File: src/rtl/pll_lock_rst_seq_if.sv
// Control and status bundle between the PLL lock/reset sequencer (master) and
// the surrounding PLL wrapper and status logic (slave).
interface pll_lock_rst_seq_if #(
    parameter int CNT_W = 8
);
    logic             pll_lock_i;
    logic             relock_req_i;
    logic             pll_rst_o;
    logic             domain_rst_n_o;
    logic             locked_o;
    logic             fault_o;
    logic [CNT_W-1:0] lock_loss_cnt_o;
    logic [1:0]       state_o;

    modport master (
        input  pll_lock_i, relock_req_i,
        output pll_rst_o, domain_rst_n_o, locked_o, fault_o, lock_loss_cnt_o, state_o
    );

    modport slave (
        output pll_lock_i, relock_req_i,
        input  pll_rst_o, domain_rst_n_o, locked_o, fault_o, lock_loss_cnt_o, state_o
    );
endinterface

File: src/rtl/pll_lock_rst_seq.sv
// PLL reset/lock sequencer: pulses the PLL reset, qualifies a synchronised lock
// over a stability window, releases the clkout0 domain reset and retries on timeout.
module pll_lock_rst_seq #(
    parameter int RST_CYCLES    = 16,
    parameter int STABLE_CYCLES = 1024,
    parameter int LOCK_TIMEOUT  = 100000,
    parameter int MAX_RETRIES   = 4,
    parameter int CNT_W         = 8
) (
    input  logic                clk,
    input  logic                rst_n,
    pll_lock_rst_seq_if.master  bus
);

    typedef enum logic [1:0] {
        RESET_PLL = 2'b00,
        WAIT_LOCK = 2'b01,
        RUN       = 2'b10,
        FAULT     = 2'b11
    } state_e;

    localparam int RST_W = $clog2(RST_CYCLES + 1);
    localparam int STB_W = $clog2(STABLE_CYCLES + 1);
    localparam int TMO_W = $clog2(LOCK_TIMEOUT + 1);
    localparam int RTY_W = $clog2(MAX_RETRIES + 1);

    localparam logic [RST_W-1:0] RST_LAST = RST_W'(RST_CYCLES - 1);
    localparam logic [STB_W-1:0] STB_LAST = STB_W'(STABLE_CYCLES - 1);
    localparam logic [TMO_W-1:0] TMO_LAST = TMO_W'(LOCK_TIMEOUT - 1);
    localparam logic [RTY_W-1:0] RTY_MAX  = RTY_W'(MAX_RETRIES);

    logic [1:0]       sync_q;
    state_e           state_q, state_d;
    logic [RST_W-1:0] rst_cnt_q, rst_cnt_d;
    logic [STB_W-1:0] stb_cnt_q, stb_cnt_d;
    logic [TMO_W-1:0] tmo_cnt_q, tmo_cnt_d;
    logic [RTY_W-1:0] rty_q, rty_d;
    logic [CNT_W-1:0] loss_q, loss_d;
    logic             pll_rst_q, pll_rst_d;
    logic             dom_rst_n_q, dom_rst_n_d;
    logic             locked_q, locked_d;
    logic             fault_q, fault_d;
    logic             lock_s;

    assign lock_s = sync_q[1];

    // NOTE: reset is synchronous (only sampled on a clk edge) and all state
    // uses non-blocking assignments so every flop sees pre-edge values.
    always_ff @(posedge clk) begin
        if (!rst_n) begin
            sync_q      <= '0;
            state_q     <= RESET_PLL;
            rst_cnt_q   <= '0;
            stb_cnt_q   <= '0;
            tmo_cnt_q   <= '0;
            rty_q       <= '0;
            loss_q      <= '0;
            pll_rst_q   <= 1'b1;
            dom_rst_n_q <= 1'b0;
            locked_q    <= 1'b0;
            fault_q     <= 1'b0;
        end else begin
            sync_q      <= {sync_q[0], bus.pll_lock_i};
            state_q     <= state_d;
            rst_cnt_q   <= rst_cnt_d;
            stb_cnt_q   <= stb_cnt_d;
            tmo_cnt_q   <= tmo_cnt_d;
            rty_q       <= rty_d;
            loss_q      <= loss_d;
            pll_rst_q   <= pll_rst_d;
            dom_rst_n_q <= dom_rst_n_d;
            locked_q    <= locked_d;
            fault_q     <= fault_d;
        end
    end

    always_comb begin
        state_d   = state_q;
        rst_cnt_d = rst_cnt_q;
        stb_cnt_d = stb_cnt_q;
        tmo_cnt_d = tmo_cnt_q;
        rty_d     = rty_q;
        loss_d    = loss_q;
        if (bus.relock_req_i) begin
            state_d   = RESET_PLL;
            rst_cnt_d = '0;
            stb_cnt_d = '0;
            tmo_cnt_d = '0;
            rty_d     = '0;
        end else begin
            case (state_q)
                RESET_PLL: begin
                    if (rst_cnt_q == RST_LAST) begin
                        state_d   = WAIT_LOCK;
                        rst_cnt_d = '0;
                        stb_cnt_d = '0;
                        tmo_cnt_d = '0;
                    end else begin
                        rst_cnt_d = rst_cnt_q + RST_W'(1);
                    end
                end
                WAIT_LOCK: begin
                    stb_cnt_d = lock_s ? stb_cnt_q + STB_W'(1) : '0;
                    tmo_cnt_d = tmo_cnt_q + TMO_W'(1);
                    // Stability completion takes priority over a coincident timeout.
                    if (lock_s && stb_cnt_q == STB_LAST) begin
                        state_d   = RUN;
                        rty_d     = '0;
                        stb_cnt_d = '0;
                        tmo_cnt_d = '0;
                    end else if (tmo_cnt_q == TMO_LAST) begin
                        rty_d     = rty_q + RTY_W'(1);
                        state_d   = (rty_d == RTY_MAX) ? FAULT : RESET_PLL;
                        rst_cnt_d = '0;
                        stb_cnt_d = '0;
                        tmo_cnt_d = '0;
                    end
                end
                RUN: begin
                    if (!lock_s) begin
                        state_d   = RESET_PLL;
                        rst_cnt_d = '0;
                        if (loss_q != '1) begin
                            loss_d = loss_q + CNT_W'(1);
                        end
                    end
                end
                FAULT: ;
                default: state_d = RESET_PLL;
            endcase
        end
    end

    // Outputs are decoded from the next state and registered, so they change
    // together with state_q and never glitch on multi-bit state transitions.
    always_comb begin
        // NOTE: every output gets a default first so no latch can be inferred.
        pll_rst_d   = 1'b0;
        dom_rst_n_d = 1'b0;
        locked_d    = 1'b0;
        fault_d     = 1'b0;
        case (state_d)
            RESET_PLL: pll_rst_d = 1'b1;
            RUN: begin
                dom_rst_n_d = 1'b1;
                locked_d    = 1'b1;
            end
            FAULT: begin
                pll_rst_d = 1'b1;
                fault_d   = 1'b1;
            end
            default: ;
        endcase
    end

    assign bus.pll_rst_o       = pll_rst_q;
    assign bus.domain_rst_n_o  = dom_rst_n_q;
    assign bus.locked_o        = locked_q;
    assign bus.fault_o         = fault_q;
    assign bus.lock_loss_cnt_o = loss_q;
    assign bus.state_o         = state_q;

endmodule

File: src/flat_wrapper.sv
// flat-port wrapper written by rule: the top's interface ports become plain ports
module pll_lock_rst_seq_flat 
#(
    parameter int RST_CYCLES    = 16,
    parameter int STABLE_CYCLES = 1024,
    parameter int LOCK_TIMEOUT  = 100000,
    parameter int MAX_RETRIES   = 4,
    parameter int CNT_W         = 8
)
  (clk, rst_n, bus_pll_lock_i, bus_relock_req_i, bus_pll_rst_o, bus_domain_rst_n_o, bus_locked_o, bus_fault_o, bus_lock_loss_cnt_o, bus_state_o);
  pll_lock_rst_seq_if #(.CNT_W(CNT_W)) bus_i ();
  input  logic clk;
  input  logic rst_n;
  input wire logic [$bits(bus_i.pll_lock_i)-1:0] bus_pll_lock_i;
  input wire logic [$bits(bus_i.relock_req_i)-1:0] bus_relock_req_i;
  output wire logic [$bits(bus_i.pll_rst_o)-1:0] bus_pll_rst_o;
  output wire logic [$bits(bus_i.domain_rst_n_o)-1:0] bus_domain_rst_n_o;
  output wire logic [$bits(bus_i.locked_o)-1:0] bus_locked_o;
  output wire logic [$bits(bus_i.fault_o)-1:0] bus_fault_o;
  output wire logic [$bits(bus_i.lock_loss_cnt_o)-1:0] bus_lock_loss_cnt_o;
  output wire logic [$bits(bus_i.state_o)-1:0] bus_state_o;
  assign bus_i.pll_lock_i = bus_pll_lock_i;
  assign bus_i.relock_req_i = bus_relock_req_i;
  assign bus_pll_rst_o = bus_i.pll_rst_o;
  assign bus_domain_rst_n_o = bus_i.domain_rst_n_o;
  assign bus_locked_o = bus_i.locked_o;
  assign bus_fault_o = bus_i.fault_o;
  assign bus_lock_loss_cnt_o = bus_i.lock_loss_cnt_o;
  assign bus_state_o = bus_i.state_o;
  pll_lock_rst_seq #(.RST_CYCLES(RST_CYCLES), .STABLE_CYCLES(STABLE_CYCLES), .LOCK_TIMEOUT(LOCK_TIMEOUT), .MAX_RETRIES(MAX_RETRIES), .CNT_W(CNT_W)) u_core (.clk(clk), .rst_n(rst_n), .bus(bus_i));
endmodule
File: config.mk
export PLATFORM = sky130hd
export DESIGN_NAME = pll_lock_rst_seq_flat
export DESIGN_NICKNAME = d
export VERILOG_FILES = /design/src/rtl/pll_lock_rst_seq_if.sv /design/src/rtl/pll_lock_rst_seq.sv /design/src/flat_wrapper.sv
export SDC_FILE = /design/constraint.sdc
export NUM_CORES = 1
export LEC_CHECK = 0
export CELL_PAD_IN_SITES_DETAIL_PLACEMENT = 1
export CELL_PAD_IN_SITES_GLOBAL_PLACEMENT = 2
export CORE_UTILIZATION = 32
export DETAILED_ROUTE_END_ITERATION = 16
export PLACE_DENSITY_LB_ADDON = 0.1
export SYNTH_ARGS = -nofsm -noshare
export SYNTH_HDL_FRONTEND = slang
export SYNTH_SLANG_ARGS = --single-unit
File: constraint.sdc
create_clock -name clk -period 2.2 [get_ports clk]
set_input_delay 0.22 -clock clk [delete_from_list [all_inputs] [get_ports clk]]
set_output_delay 0.22 -clock clk [all_outputs]
set_load 0.01 [all_outputs]
==> flow_summary.toml, run 1 <==
[grt]
grt_max_degree = 16
antenna_found_initial = 0
grt_pass1_wl_mm = 11.5
grt_pass1_vias = 2319
overflow = 0
track_usage_pct = 17.5

[layout]
layout_common_cells = "49 x dfxtp_1, 48 x buf_4, 29 x nor2_1, 22 x nand2_1, 17 x clkdlybuf4s50_1"
final_area_mm2 = 0.00340
nets = 372
area_delta_synth_final_pct = 36.3
layout_commonest_cell = "dfxtp_1"
diodes = 0
drive_gt1_share_pct = 24.8
fin_cells = 458
post-route-util_pct = 45.9

[timing]
finalSetupTns_ns = -1.34
rsz0062_at_grt = "true"
finClkSkew_ns = 0.00975
setup_slack_ns = -0.220
setup_viol_count_final = 18
max_freq_mhz = 413
min_period_ns = 2.42
whs_ns = 0.448
hold_viol_final = 0
fin_crit_sh_pct = 110
slew_headroom_pct = 63.8
worstMarginPinSlew_ns = 0.538
slew_viol_final = 0

[synthesis]
syn-num-nets = 301
ys.flop_type = "dfxtp_1"
syn-cell-area_mm2 = 0.00250
synth_seq_area_share_pct = 40.9
yosysWarnings = 0
synth_top_area_cell = "dfxtp_1"
ys_ff_latch = 51
synth_edf_count = 0
ys_types = 50
syn_avg_cell_area_um2 = 8.70
synth_top_area_share_pct = 40.9
synthCells = 287
async_reset_ff_share_pct = 0
synth_area_leaders = "dfxtp_1 41%, nor2_1 5.6%, ha_1 5.0%, xnor2_1 4.6%, xor2_1 3.9%"

[clock_tree]
htreeDepth = 2
ctsLongestPathBuffers = 2
cts_hold_buf = 0
clk_latency_ns = 0.31
clkTransAtPathRegs_ns = 0.10
cts_tree = "built"
cts_made_buffers = 5
clockRootBuffer = "clkbuf_8"
cts.sink_count = 51

[pwr]
p_comb_share_pct = 3.1
p_sw_uw = 352
max-vdd-ir-drop_v = 0.000196
swShare_pct = 21.1
p_int_mw = 1.32
power_frac_seq_pct = 55.6
powerDensity_mw_per_mm2 = 491
power.total_mw = 1.67
power_frac_clock_pct = 41.3
leakage_nw = 1.27

[critical_path]
worstRegToRegCells = 6
path_class = "reg -> reg"
timing.rr.start = "u_core.tmo_cnt_q[12]$_SDFFE_PP0P_"
critPathLaunchType = "flip-flop"
r2r-end = "u_core.rst_cnt_q[1]$_SDFFE_PP0P_"
critPathRequiredTime_ns = 2.45
crit_path_end = "u_core.rst_cnt_q[1]$_SDFFE_PP0P_"
r2r_setup_slack_ns = -0.22
crit_path_end_kind = "flip-flop"
arrival_ns = 2.67
crit_start = "u_core.tmo_cnt_q[12]$_SDFFE_PP0P_"
cp_max_fo = 6

[drt]
dr.first_iter.drc_count = 82
drcViolationCount = 0
avgViaCountPerCell = 5.02
firstDrtPassIters = 4
num_vias = 2298
wl_per_cell_um = 14.9
wirelength_mm = 6.83
ant_nets = 0

[placement]
dpl_worst_slack_ns = -0.233
place.gp.congestion = 0.785
io_buffers = 17
dp.cells = 442
dp.final_hpwl_mm = 5.03
dpl_cell_area_mm2 = 0.00312

[die]
rows = 31
die_area_mm2 = 0.00816
die_h_um = 90.3
io_pins = 18
dieWidth_um = 90.3
core_area_mm2 = 0.00741
start_util_pct = 33.7

[min_path]
whs_path_depth = 1
hold_class = "reg -> reg"

[outcome]
outcome = "finished, violations left"
violations = "negative setup slack"

[run]
cap_violations = 0
flip-flops by register name, indices dropped and copies added, names as in the netlist, 2 cells and up:
signal and cells:
u_core.bus.lock_loss_cnt_o 8, u_core.bus.state_o 2, u_core.rst_cnt_q 5, u_core.rty_q 3
u_core.stb_cnt_q 11, u_core.sync_q 2, u_core.tmo_cnt_q 17
cells in the mapped netlist (2+ instances only):
cell,instances
a211oi_1,3
a21boi_0,3
a21oi_1,15
a311oi_1,2
and2_1,7
and3_1,5
clkbuf_1,6
dfxtp_1,51
ha_1,10
inv_1,9
mux2_2,2
mux2i_1,4
nand2_1,23
nand2b_1,4
nand3_1,7
nand4_1,12
nor2_1,37
nor2b_1,2
nor3_1,6
nor4_1,3
o211a_1,2
o21ai_0,15
o22ai_1,2
o31ai_1,2
or3_1,5
or4_1,3
or4b_1,2
xnor2_1,13
xor2_1,11
logic make-up (layout without fill, tap and decap cells):
kind of cell,count (synthesis),in the layout,synth area share (%)
and+or+nand+nor,127,127,27.3
adders and majority gates,10,10,5.01
buffers and inverters,17,89,2.76
DFF,51,51,40.9
xor gates and xnor gates,24,24,8.42
AOI/OAI and AO/OA,52,52,13.1
muxes,6,6,2.51
how the worst min path moves through the flow:
| stage | start | endpoint | slack, ns |
|---|---|---|---|
| final | u_core.sync_q[0]$_SDFF_PN0_ | u_core.sync_q[1]$_SDFF_PN0_ | 0.45 |
| after global routing | u_core.sync_q[0]$_SDFF_PN0_ | u_core.sync_q[1]$_SDFF_PN0_ | 0.48 |
| after CTS | u_core.sync_q[0]$_SDFF_PN0_ | u_core.sync_q[1]$_SDFF_PN0_ | 0.45 |
| after detailed placement | u_core.sync_q[0]$_SDFF_PN0_ | u_core.sync_q[1]$_SDFF_PN0_ | 0.42 |
| after global placement | u_core.sync_q[0]$_SDFF_PN0_ | u_core.sync_q[1]$_SDFF_PN0_ | 0.42 |
| after floorplan | bus_pll_lock_i | u_core.sync_q[0]$_SDFF_PN0_ | 0.35 |
metal layers:
| layer | vias up | global-route usage, % | routed length (um) | part of all wire (%) |
|---|---|---|---|---|
| li1 | 1161 | - | - | - |
| met1 | 1097 | 24.1 | 3460 | 51 |
| met2 | 34 | 28.1 | 3080 | 45 |
| met3 | 6 | 2.95 | 215 | 3.1 |
| met4 | 0 | 4.84 | 73 | 1.1 |
| met5 | - | 0 | 0 | 0 |
power groups by stage:
stage                     Clock (mW)  Combinational (mW)  Sequential, mW
after global routing           0.755              0.0573           0.929
final                          0.690              0.0521           0.928
after detailed placement           0              0.0433           0.950
after floorplan                    0              0.0194           0.950
after global placement             0              0.0428           0.950
after CTS                      0.722              0.0449           0.928
layout make-up:
class | instances | area (um^2)
Clock buffer | 6 | 82.6
Clock inverter | 2 | 35.0
Timing Repair Buffer | 72 | 609
Inverter | 9 | 33.8
Tap cell | 99 | 124
Multi-Input combinational cell | 219 | 1500
Sequential cell | 51 | 1020
Fill cell | 883 | 4010
worst max-delay path, cell delays in order (launching register included):
cell      delay, ns
dfxtp_2        0.34
or4_4          0.56
nor4_4         0.31
nand2b_1       0.12
a221o_1        0.39
or4b_1         0.53
a21oi_1        0.12
timing repair:
item | 4_1_cts | 5_1_grt
setup endpoints to repair | 21 | 36
gates resized for setup | 6 | 31
gates cloned | 1 | 1
buffers inserted | 5 | 2
endpoints found under the hold margin | 0 | 0
pin swaps | 12 | 21
No activity file was read; power rests on OpenSTA's default activity.
==> run 2: changes to the inputs <==
--- a/config.mk
+++ b/config.mk
@@ -9,6 +9,7 @@
 export CELL_PAD_IN_SITES_GLOBAL_PLACEMENT = 2
 export CORE_UTILIZATION = 32
 export DETAILED_ROUTE_END_ITERATION = 16
+export GPL_ROUTABILITY_DRIVEN = 0
 export PLACE_DENSITY_LB_ADDON = 0.1
 export SYNTH_ARGS = -nofsm -noshare
 export SYNTH_HDL_FRONTEND = slang
==> results of run 2 <==
Final layout, timing and power as in run 1 (identical DEF).
